$ cat config.mk
export PLATFORM = sky130hd
export DESIGN_NAME = exe_mem_pipe_reg
export DESIGN_NICKNAME = d
export VERILOG_FILES = /design/src/rtl/exe_mem_pipe_reg_pkg.sv /design/src/rtl/exe_mem_pipe_reg_pipe_entry.sv /design/src/rtl/exe_mem_pipe_reg.sv
export SDC_FILE = /design/constraint.sdc
export NUM_CORES = 1
export LEC_CHECK = 0
export ABC_AREA = 1
export CAP_MARGIN = 30
export CORE_MARGIN = 3
export CORE_UTILIZATION = 55
export DETAILED_ROUTE_END_ITERATION = 7
export GPL_TIMING_DRIVEN = 1
export MAX_ROUTING_LAYER = met4
export PLACE_DENSITY_LB_ADDON = 0.08
export SLEW_MARGIN = 20
export SYNTH_ARGS = -nofsm -noshare
export SYNTH_HDL_FRONTEND = slang
export SYNTH_SLANG_ARGS = --single-unit
export TNS_END_PERCENT = 100
$ cat constraint.sdc
create_clock -name clk -period 2.3 [get_ports clk]
set_input_delay 0.345 -clock clk [delete_from_list [all_inputs] [get_ports clk]]
set_output_delay 0.345 -clock clk [all_outputs]
set_load 0.01 [all_outputs]
$ cat src/rtl/exe_mem_pipe_reg_pkg.sv
// Shared EXE->MEM pipeline types: beat layout at the default widths and the
// occupancy encoding used by the elastic stage register.
package exe_mem_pipe_reg_pkg;

    localparam int EM_DATA_W = 32;
    localparam int EM_REG_W  = 4;

    // Beat carried from EXE to MEM at the default core widths
    typedef struct packed {
        logic                 mem_r_en;
        logic                 mem_w_en;
        logic                 wb_en;
        logic [EM_REG_W-1:0]  reg_dest;
        logic [EM_DATA_W-1:0] rm;
        logic [EM_DATA_W-1:0] alu_result;
    } exe_mem_t;

    // Number of held beats
    typedef enum logic [1:0] {
        ST_EMPTY = 2'd0,
        ST_ONE   = 2'd1,
        ST_TWO   = 2'd2
    } occ_state_e;

endpackage

$ cat src/rtl/exe_mem_pipe_reg_pipe_entry.sv
// One storage slot of the EXE->MEM register: valid flag plus a beat payload.
// Clear only drops the valid bit; the payload keeps its last value.
module exe_mem_pipe_reg_pipe_entry #(
    parameter type T = logic
) (
    input  logic clk,
    input  logic reset,
    input  logic i_load,
    input  logic i_clear,
    input  T     i_d,
    output logic o_valid,
    output T     o_q
);

    // Clear wins over load so a flush can never leave a live beat behind
    always_ff @(posedge clk) begin
        if (reset) begin
            o_valid <= 1'b0;
            o_q     <= '0;
        end else if (i_clear) begin
            o_valid <= 1'b0;
        end else if (i_load) begin
            o_valid <= 1'b1;
            o_q     <= i_d;
        end
    end

endmodule

$ cat src/rtl/exe_mem_pipe_reg.sv
// Elastic EXE->MEM pipeline register with optional two-entry skid buffer,
// flush, output flag masking and forwarding of the youngest held destination.
module exe_mem_pipe_reg
    import exe_mem_pipe_reg_pkg::*;
#(
    parameter int DATA_W = EM_DATA_W,
    parameter int REG_W  = EM_REG_W,
    parameter int SKID   = 1
) (
    input  logic              clk,
    input  logic              reset,
    input  logic              in_valid,
    output logic              in_ready,
    input  logic              flush,
    input  logic              mem_r_en_in,
    input  logic              mem_w_en_in,
    input  logic              wb_en_in,
    input  logic [REG_W-1:0]  reg_dest_in,
    input  logic [DATA_W-1:0] rm_in,
    input  logic [DATA_W-1:0] alu_result_in,
    output logic              out_valid,
    input  logic              out_ready,
    output logic              mem_read,
    output logic              mem_write,
    output logic              wb_en,
    output logic [REG_W-1:0]  reg_dest_out,
    output logic [DATA_W-1:0] rm_out,
    output logic [DATA_W-1:0] alu_result,
    output logic              fwd_wb_en,
    output logic [REG_W-1:0]  fwd_dest
);

    // Same layout as exe_mem_t, sized by this instance's parameters
    typedef struct packed {
        logic              mem_r_en;
        logic              mem_w_en;
        logic              wb_en;
        logic [REG_W-1:0]  reg_dest;
        logic [DATA_W-1:0] rm;
        logic [DATA_W-1:0] alu_result;
    } entry_t;

    occ_state_e r_state;
    occ_state_e w_state_nxt;
    entry_t     w_in_beat;
    entry_t     w_main_d;
    entry_t     w_main_q;
    entry_t     w_skid_q;
    logic       w_main_vld;
    logic       w_skid_vld;
    logic       w_in_ready;
    logic       w_accept;
    logic       w_release;
    logic       w_main_load;
    logic       w_main_from_skid;
    logic       w_main_clr;
    logic       w_skid_load;
    logic       w_skid_clr;

    assign w_in_beat = '{mem_r_en:   mem_r_en_in,
                         mem_w_en:   mem_w_en_in,
                         wb_en:      wb_en_in,
                         reg_dest:   reg_dest_in,
                         rm:         rm_in,
                         alu_result: alu_result_in};

    assign w_accept  = in_valid && w_in_ready;
    assign w_release = w_main_vld && out_ready;

    // Occupancy transitions; flush empties everything and drops any incoming beat
    always_comb begin
        w_state_nxt      = r_state;
        w_main_load      = 1'b0;
        w_main_from_skid = 1'b0;
        w_main_clr       = 1'b0;
        w_skid_load      = 1'b0;
        w_skid_clr       = 1'b0;
        if (flush) begin
            w_state_nxt = ST_EMPTY;
            w_main_clr  = 1'b1;
            w_skid_clr  = 1'b1;
        end else begin
            case (r_state)
                ST_EMPTY: begin
                    if (w_accept) begin
                        w_main_load = 1'b1;
                        w_state_nxt = ST_ONE;
                    end
                end
                ST_ONE: begin
                    if (w_accept && w_release) begin
                        w_main_load = 1'b1;
                    end else if (w_accept && (SKID != 0)) begin
                        w_skid_load = 1'b1;
                        w_state_nxt = ST_TWO;
                    end else if (w_release) begin
                        w_main_clr  = 1'b1;
                        w_state_nxt = ST_EMPTY;
                    end
                end
                ST_TWO: begin
                    if (w_release) begin
                        w_main_load      = 1'b1;
                        w_main_from_skid = 1'b1;
                        w_skid_clr       = 1'b1;
                        w_state_nxt      = ST_ONE;
                    end
                end
                default: begin
                    w_state_nxt = ST_EMPTY;
                    w_main_clr  = 1'b1;
                    w_skid_clr  = 1'b1;
                end
            endcase
        end
    end

    // Occupancy register
    always_ff @(posedge clk) begin
        if (reset) r_state <= ST_EMPTY;
        else       r_state <= w_state_nxt;
    end

    // Main entry reloads from skid when draining TWO, otherwise from EXE
    assign w_main_d = w_main_from_skid ? w_skid_q : w_in_beat;

    exe_mem_pipe_reg_pipe_entry #(.T(entry_t)) u_main (
        .clk     (clk),
        .reset   (reset),
        .i_load  (w_main_load),
        .i_clear (w_main_clr),
        .i_d     (w_main_d),
        .o_valid (w_main_vld),
        .o_q     (w_main_q)
    );

    generate
        if (SKID != 0) begin : g_skid
            logic r_in_ready;

            // in_ready comes from a flop: low exactly while both entries are full
            always_ff @(posedge clk) begin
                if (reset) r_in_ready <= 1'b1;
                else       r_in_ready <= (w_state_nxt != ST_TWO);
            end

            assign w_in_ready = r_in_ready;

            exe_mem_pipe_reg_pipe_entry #(.T(entry_t)) u_skid (
                .clk     (clk),
                .reset   (reset),
                .i_load  (w_skid_load),
                .i_clear (w_skid_clr),
                .i_d     (w_in_beat),
                .o_valid (w_skid_vld),
                .o_q     (w_skid_q)
            );
        end else begin : g_noskid
            // Single entry: can take a beat whenever the current one leaves
            assign w_in_ready = !w_main_vld || out_ready;
            assign w_skid_vld = 1'b0;
            assign w_skid_q   = '0;
        end
    endgenerate

    assign in_ready     = w_in_ready;
    assign out_valid    = w_main_vld;
    assign mem_read     = w_main_q.mem_r_en && w_main_vld;
    assign mem_write    = w_main_q.mem_w_en && w_main_vld;
    assign wb_en        = w_main_q.wb_en    && w_main_vld;
    assign reg_dest_out = w_main_q.reg_dest;
    assign rm_out       = w_main_q.rm;
    assign alu_result   = w_main_q.alu_result;

    // Youngest held instruction is the skid entry when present
    assign fwd_wb_en = !flush && (w_skid_vld ? w_skid_q.wb_en : (w_main_vld && w_main_q.wb_en));
    assign fwd_dest  = w_skid_vld ? w_skid_q.reg_dest : w_main_q.reg_dest;

endmodule

==> flow_metrics.py, run 1 <==
metrics = {
    "status": {
        "status": "completed",
    },
    "logic_synthesis": {
        "syn_area_mm2": 0.007599,
        "synth_nets": 1271,
        "syn_avg_cell_area_um2": 6.359,
        "synth_largest_area_cell": "dfxtp_1",
        "synth_cell_types": 20,
        "yosysSeqAreaShare_pct": 38.73,
        "yosys_warnings": 0,
        "synth.top_cells.by_area": "dfxtp_1 (39%), nand2_1 (18%), nor2_1 (15%)",
        "synth_top_area_share_pct": 38.73,
        "ys_ff_latch": 147,
        "synthCells": 1195,
    },
    "timing": {
        "fin_skew_ns": 0.006874,
        "tns_ns": 0,
        "rsz0062_at_grt": "false",
        "setup_violations": 0,
        "fmax_mhz": 473.9,
        "hold_viol_final": 0,
        "fin_crit_ns": 2.110,
        "min_period_over_period_pct": 91.74,
        "report.final.slew_viol_count": 0,
        "worst_pin_slew_ns": 0.3961,
        "relSlewSlack_pct": 73.31,
    },
    "power_and_ir_drop": {
        "power.net_switching_mw": 1.600,
        "power_frac_comb_pct": 14.6,
        "p_leak_nw": 4.342,
        "seqPwrFrac_pct": 41.0,
        "clkPwrFrac_pct": 44.4,
        "vdd_ir_drop_max_mv": 0.4998,
        "p_sw_share_pct": 23.92,
        "p_int_mw": 5.087,
        "powerDensity_mw_per_mm2": 706.9,
    },
    "route": {
        "drcViolationCount": 0,
        "detail-route-antenna-nets": 0,
        "viasPerCell": 4.905,
        "drt-total-wl_um": 18080,
        "dr.pass1.iters": 5,
        "vias": 7038,
        "dr.first_iter.drc_count": 517,
        "wl_per_cell_um": 12.60,
    },
    "final_layout": {
        "final_cell_mix": "nand2_1 (369), nor2_1 (294), clkdlybuf4s50_1 (153)",
        "layout_commonest_cell": "nand2_1",
        "insertedDiodeCount": 0,
        "nets": 1322,
        "drive_above_1_share_pct": 4.925,
        "final_cell_area_mm2": 0.009459,
        "layout-area-overhead-vs-synth_pct": 24.49,
    },
    "clock_network": {
        "ctsLongestPathBuffers": 2,
        "htreeDepth": 4,
        "clkLatencyLatePin_ns": 0.42,
        "hold_buffers": 0,
        "clkTransAtPathRegs_ns": 0.06,
        "cts_buffers": 17,
        "cts_root_buffer": "clkbuf_16",
        "ctsResizeCount": 0,
        "cts_tree": "done",
        "cts.sinks": 147,
        "cts_setup_buffers": 0,
    },
    "worst_setup_path": {
        "reg2reg_to": "u_main.o_q[65]",
        "crit_chain": "a21oi_1 > nor2_1 > clkdlybuf4s50_1",
        "arrival_ns": 1.77,
        "cp-end-kind": "output port",
        "start_kind": "register",
        "reg2reg_from": "u_main.o_valid",
        "path_class": "reg2out",
        "crit_path_max_incr_delay_ns": 0.56,
        "critical_path.max_fanout": 11,
        "cp.required_ns": 1.96,
        "slowest_stage": "clkdlybuf4s50_1",
        "reg2reg_depth": 10,
        "reg2reg_slack_ns": 0.67,
    },
    "global_routing": {
        "antenna_found_initial": 0,
        "grt_usage_pct": 24.71,
        "overflow": 0,
        "grt_max_degree": 87,
        "grt_pass1_vias": 6259,
        "grt_pass1_wl_um": 29260,
    },
    "worst_hold_path": {
        "min_delay_worst_endpoint": "g_skid.u_skid.o_q[43]",
        "hold_class": "reg2reg",
        "worstHoldStart": "g_skid.u_skid.o_q[43]",
        "holdPathStages": 2,
    },
    "placed_design": {
        "placed_area_mm2": 0.008821,
        "place_hpwl_um": 10960,
        "numPortBuffers": 153,
        "routabilityCongestion": 0.8244,
    },
    "floorplan": {
        "dieArea_mm2": 0.01526,
        "io_pins": 154,
        "die_x_um": 123.5,
        "fp.coreArea_mm2": 0.01340,
        "rows": 42,
        "fp.dieH_um": 123.5,
        "initial_core_util_pct": 56.70,
    },
    "job": {
        "cap_violations": 0,
    },
}
==> critical path, delay by kind of cell, from the launching register on <==
family	cells	cell delay [ns]
AND/OR/NAND/NOR	1	0.11
flip-flops	1	0.53
AO/OA/AOI/OAI	1	0.13
buffers and inverters	1	0.56
==> cell families after synthesis <==
group	Yosys count	share of synthesized area, %
compound gates	12	0.8562
buf+inv	224	15.36
flops	147	38.73
simple gates	812	45.05
==> state kept, by name (all words and copies together) (netlist names) <==
signal                 count
u_main.o_valid             1
u_main.o_q                71
in_ready                   1
r_state                    2
g_skid.u_skid.o_q         71
g_skid.u_skid.o_valid      1
==> through the flow <==
stage	hold slack (ns)	utilization [%]	total power, mW	setup WS, ns	cells
floorplan	0.4559	-	3.434	0.8690	1195
global placement	0.4621	65.83	3.757	0.3473	1403
detailed placement	0.4720	65.83	3.773	0.3133	1403
CTS	0.4855	70.59	6.741	0.1780	1435
global route	0.5035	70.59	6.963	0.1337	1435
finish	0.4803	70.59	6.686	0.1899	1435
==> layout make-up <==
| type | instances | area (um^2) |
|---|---|---|
| flip-flops and latches | 147 | 2943 |
| repair buffers | 174 | 1827 |
| well taps | 176 | 220.2 |
| clock inverters | 9 | 150.1 |
| inverters | 82 | 310.3 |
| fillers | 1186 | 3941 |
| multi-input cells | 824 | 3521 |
| clock buffers | 23 | 488.0 |
==> layer usage <==
layer	vias up	share of wire, %	global-route usage [%]
met2	202	48	39.93
met1	3162	45	30.93
li1	3650	-	-
met4	0	1.8	9.204
met3	24	5.5	4.575
met5	-	0	-
==> power by group through the flow <==
stage	Clock, mW	Sequential [mW]	Combinational, mW
3_5_place_dp	0	2.80	0.975
4_1_cts	3.01	2.74	0.984
6_report	2.97	2.74	0.976
2_1_floorplan	0	2.78	0.652
5_1_grt	3.11	2.76	1.09
3_3_place_gp	0	2.79	0.963
==> Yosys cell counts, drive strengths merged <==
library cell / n
o21a: 1
nand3: 72
buf: 113
nor2: 296
nand2: 371
clkbuf: 29
a21oi: 3
nor3: 2
o21ai: 7
a211oi: 1
nand3b: 71
dfxtp: 147
inv: 82
==> worst max path at each step <==
| stage | endpoint | slack (ns) | from |
|---|---|---|---|
| floorplan | u_main.o_q[32] | 0.87 | u_main.o_valid |
| global placement | u_main.o_q[29] | 0.35 | in_valid |
| detailed placement | u_main.o_q[65] | 0.31 | in_valid |
| CTS | fwd_wb_en | 0.18 | g_skid.u_skid.o_valid |
| global route | fwd_wb_en | 0.13 | g_skid.u_skid.o_valid |
| finish | fwd_wb_en | 0.19 | g_skid.u_skid.o_valid |
Power figures use the tool's default switching activity.
==> inputs of run 2 (changes only) <==
--- a/config.mk
+++ b/config.mk
@@ -11,6 +11,7 @@
 export CORE_UTILIZATION = 55
 export DETAILED_ROUTE_END_ITERATION = 7
 export GPL_TIMING_DRIVEN = 1
+export HOLD_SLACK_MARGIN = 0.06
 export MAX_ROUTING_LAYER = met4
 export PLACE_DENSITY_LB_ADDON = 0.08
 export SLEW_MARGIN = 20
==> results of run 2 <==
No change in the layout: final DEF, timing and power equal those of run 1.
==> inputs of run 3 (changes only) <==
--- a/config.mk
+++ b/config.mk
@@ -9,6 +9,7 @@
 export CAP_MARGIN = 30
 export CORE_MARGIN = 3
 export CORE_UTILIZATION = 55
+export CTS_BUF_LIST = sky130_fd_sc_hd__clkbuf_8
 export DETAILED_ROUTE_END_ITERATION = 7
 export GPL_TIMING_DRIVEN = 1
 export HOLD_SLACK_MARGIN = 0.06
==> flow_metrics.py, run 3 (same netlist as run 1, synthesis figures left out) <==
metrics = {
    "global_routing": {
        "grt_usage_pct": 24.39,
        "overflow": 0,
        "grt_pass1_vias": 6114,
        "antenna_found_initial": 0,
        "grt_max_degree": 87,
        "grt_pass1_wl_um": 28850,
    },
    "timing": {
        "report.final.slew_viol_count": 0,
        "relSlewSlack_pct": 73.80,
        "tns_ns": 0,
        "fin_skew_ns": 0.009741,
        "worst_pin_slew_ns": 0.3889,
        "fmax_mhz": 465.4,
        "hold_ws_ns": 0.4844,
        "setup_violations": 0,
        "fin_crit_ns": 2.149,
        "hold_viol_final": 0,
        "min_period_over_period_pct": 93.41,
        "rsz0062_at_grt": "false",
    },
    "worst_setup_path": {
        "reg2reg_slack_ns": 0.64,
        "cp-end-kind": "output port",
        "arrival_ns": 1.80,
        "critical_path.max_fanout": 11,
        "start_kind": "register",
        "reg2reg_from": "u_main.o_valid",
        "cp.required_ns": 1.96,
        "path_class": "reg2out",
        "reg2reg_depth": 10,
        "crit_start": "g_skid.u_skid.o_valid",
    },
    "route": {
        "wl_per_cell_um": 12.47,
        "drt-total-wl_um": 17900,
        "drcViolationCount": 0,
        "viasPerCell": 4.854,
        "vias": 6966,
        "dr.first_iter.drc_count": 521,
        "dr.pass1.iters": 5,
        "detail-route-antenna-nets": 0,
    },
    "placed_design": {
        "numPortBuffers": 153,
        "routabilityCongestion": 0.8244,
        "place_hpwl_um": 10960,
        "dpl.cell_count": 1403,
    },
    "clock_network": {
        "cts_tree": "done",
        "htreeDepth": 4,
        "clkLatencyLatePin_ns": 0.46,
        "ctsResizeCount": 0,
        "cts_setup_buffers": 0,
        "cts.sinks": 147,
        "hold_buffers": 0,
        "clkTransAtPathRegs_ns": 0.07,
        "cts_buffers": 17,
        "ctsLongestPathBuffers": 2,
        "cts_root_buffer": "clkbuf_8",
    },
    "final_layout": {
        "layout_commonest_cell": "nand2_1",
        "post-route-util_pct": 69.16,
        "final_cell_mix": "nand2_1 (369), nor2_1 (294), clkdlybuf4s50_1 (153)",
        "layout.cells.non_filler": 1435,
        "drive_above_1_share_pct": 4.925,
        "reg.largest.list": "g_skid.u_skid.o_q x71, u_main.o_q x71, r_state x2",
        "layout-area-overhead-vs-synth_pct": 21.97,
        "insertedDiodeCount": 0,
        "nets": 1322,
    },
    "floorplan": {
        "rows": 42,
        "io_pins": 154,
        "die_x_um": 123.5,
        "fp.coreArea_mm2": 0.01340,
        "initial_core_util_pct": 56.70,
        "dieArea_mm2": 0.01526,
        "fp.dieH_um": 123.5,
    },
    "power_and_ir_drop": {
        "powerDensity_mw_per_mm2": 643.4,
        "vdd_ir_drop_max_mv": 0.4916,
        "p_leak_nw": 4.263,
        "power_mw": 5.962,
    },
    "worst_hold_path": {
        "hold_class": "reg2reg",
        "holdPathStages": 2,
        "worstHoldStart": "g_skid.u_skid.o_q[49]",
    },
    "status": {
        "status": "completed",
    },
    "job": {
        "cap_violations": 0,
    },
}
## run 3: where the power goes
part	switching, mW	internal, mW
sequential	0.0646	2.67
clock	0.964	1.28
combinational	0.492	0.485
## run 3: final cells by class
| class | count | area [um^2] |
|---|---|---|
| tap | 176 | 220.2 |
| timing repair buffer | 174 | 1827 |
| multi-input combinational | 824 | 3521 |
| sequential | 147 | 2943 |
| inverter | 82 | 310.3 |
| clock inverter | 11 | 157.7 |
| fill | 1221 | 4133 |
| clock buffer | 21 | 289.0 |
## run 3: worst paths after layout
check                                to
setup / recovery              fwd_wb_en
hold / removal    g_skid.u_skid.o_q[49]
setup reg to reg         u_main.o_q[44]
hold reg to reg   g_skid.u_skid.o_q[49]
## run 3: worst max-delay path: stages (launching register included)
cell             delay, ns
dfxtp_1               0.54
a21oi_1               0.13
nor2_1                0.11
clkdlybuf4s50_1       0.56
## run 3: per-layer routing
layer	vias to the layer above	global-route usage (%)	part of all wire (%)
met5	-	-	0
met4	0	7.543	1.4
met3	24	5.718	5.9
met2	211	38.67	47
met1	3088	31.03	45
li1	3643	-	-
## run 3: per-stage QoR
stage / cell area, um^2 / setup slack [ns]
6_report: 9268 / 0.1515
5_1_grt: 9268 / 0.07934
4_1_cts: 9268 / 0.1273
3_5_place_dp: 8821 / 0.3133
3_3_place_gp: 8821 / 0.3473
2_1_floorplan: 7599 / 0.8690
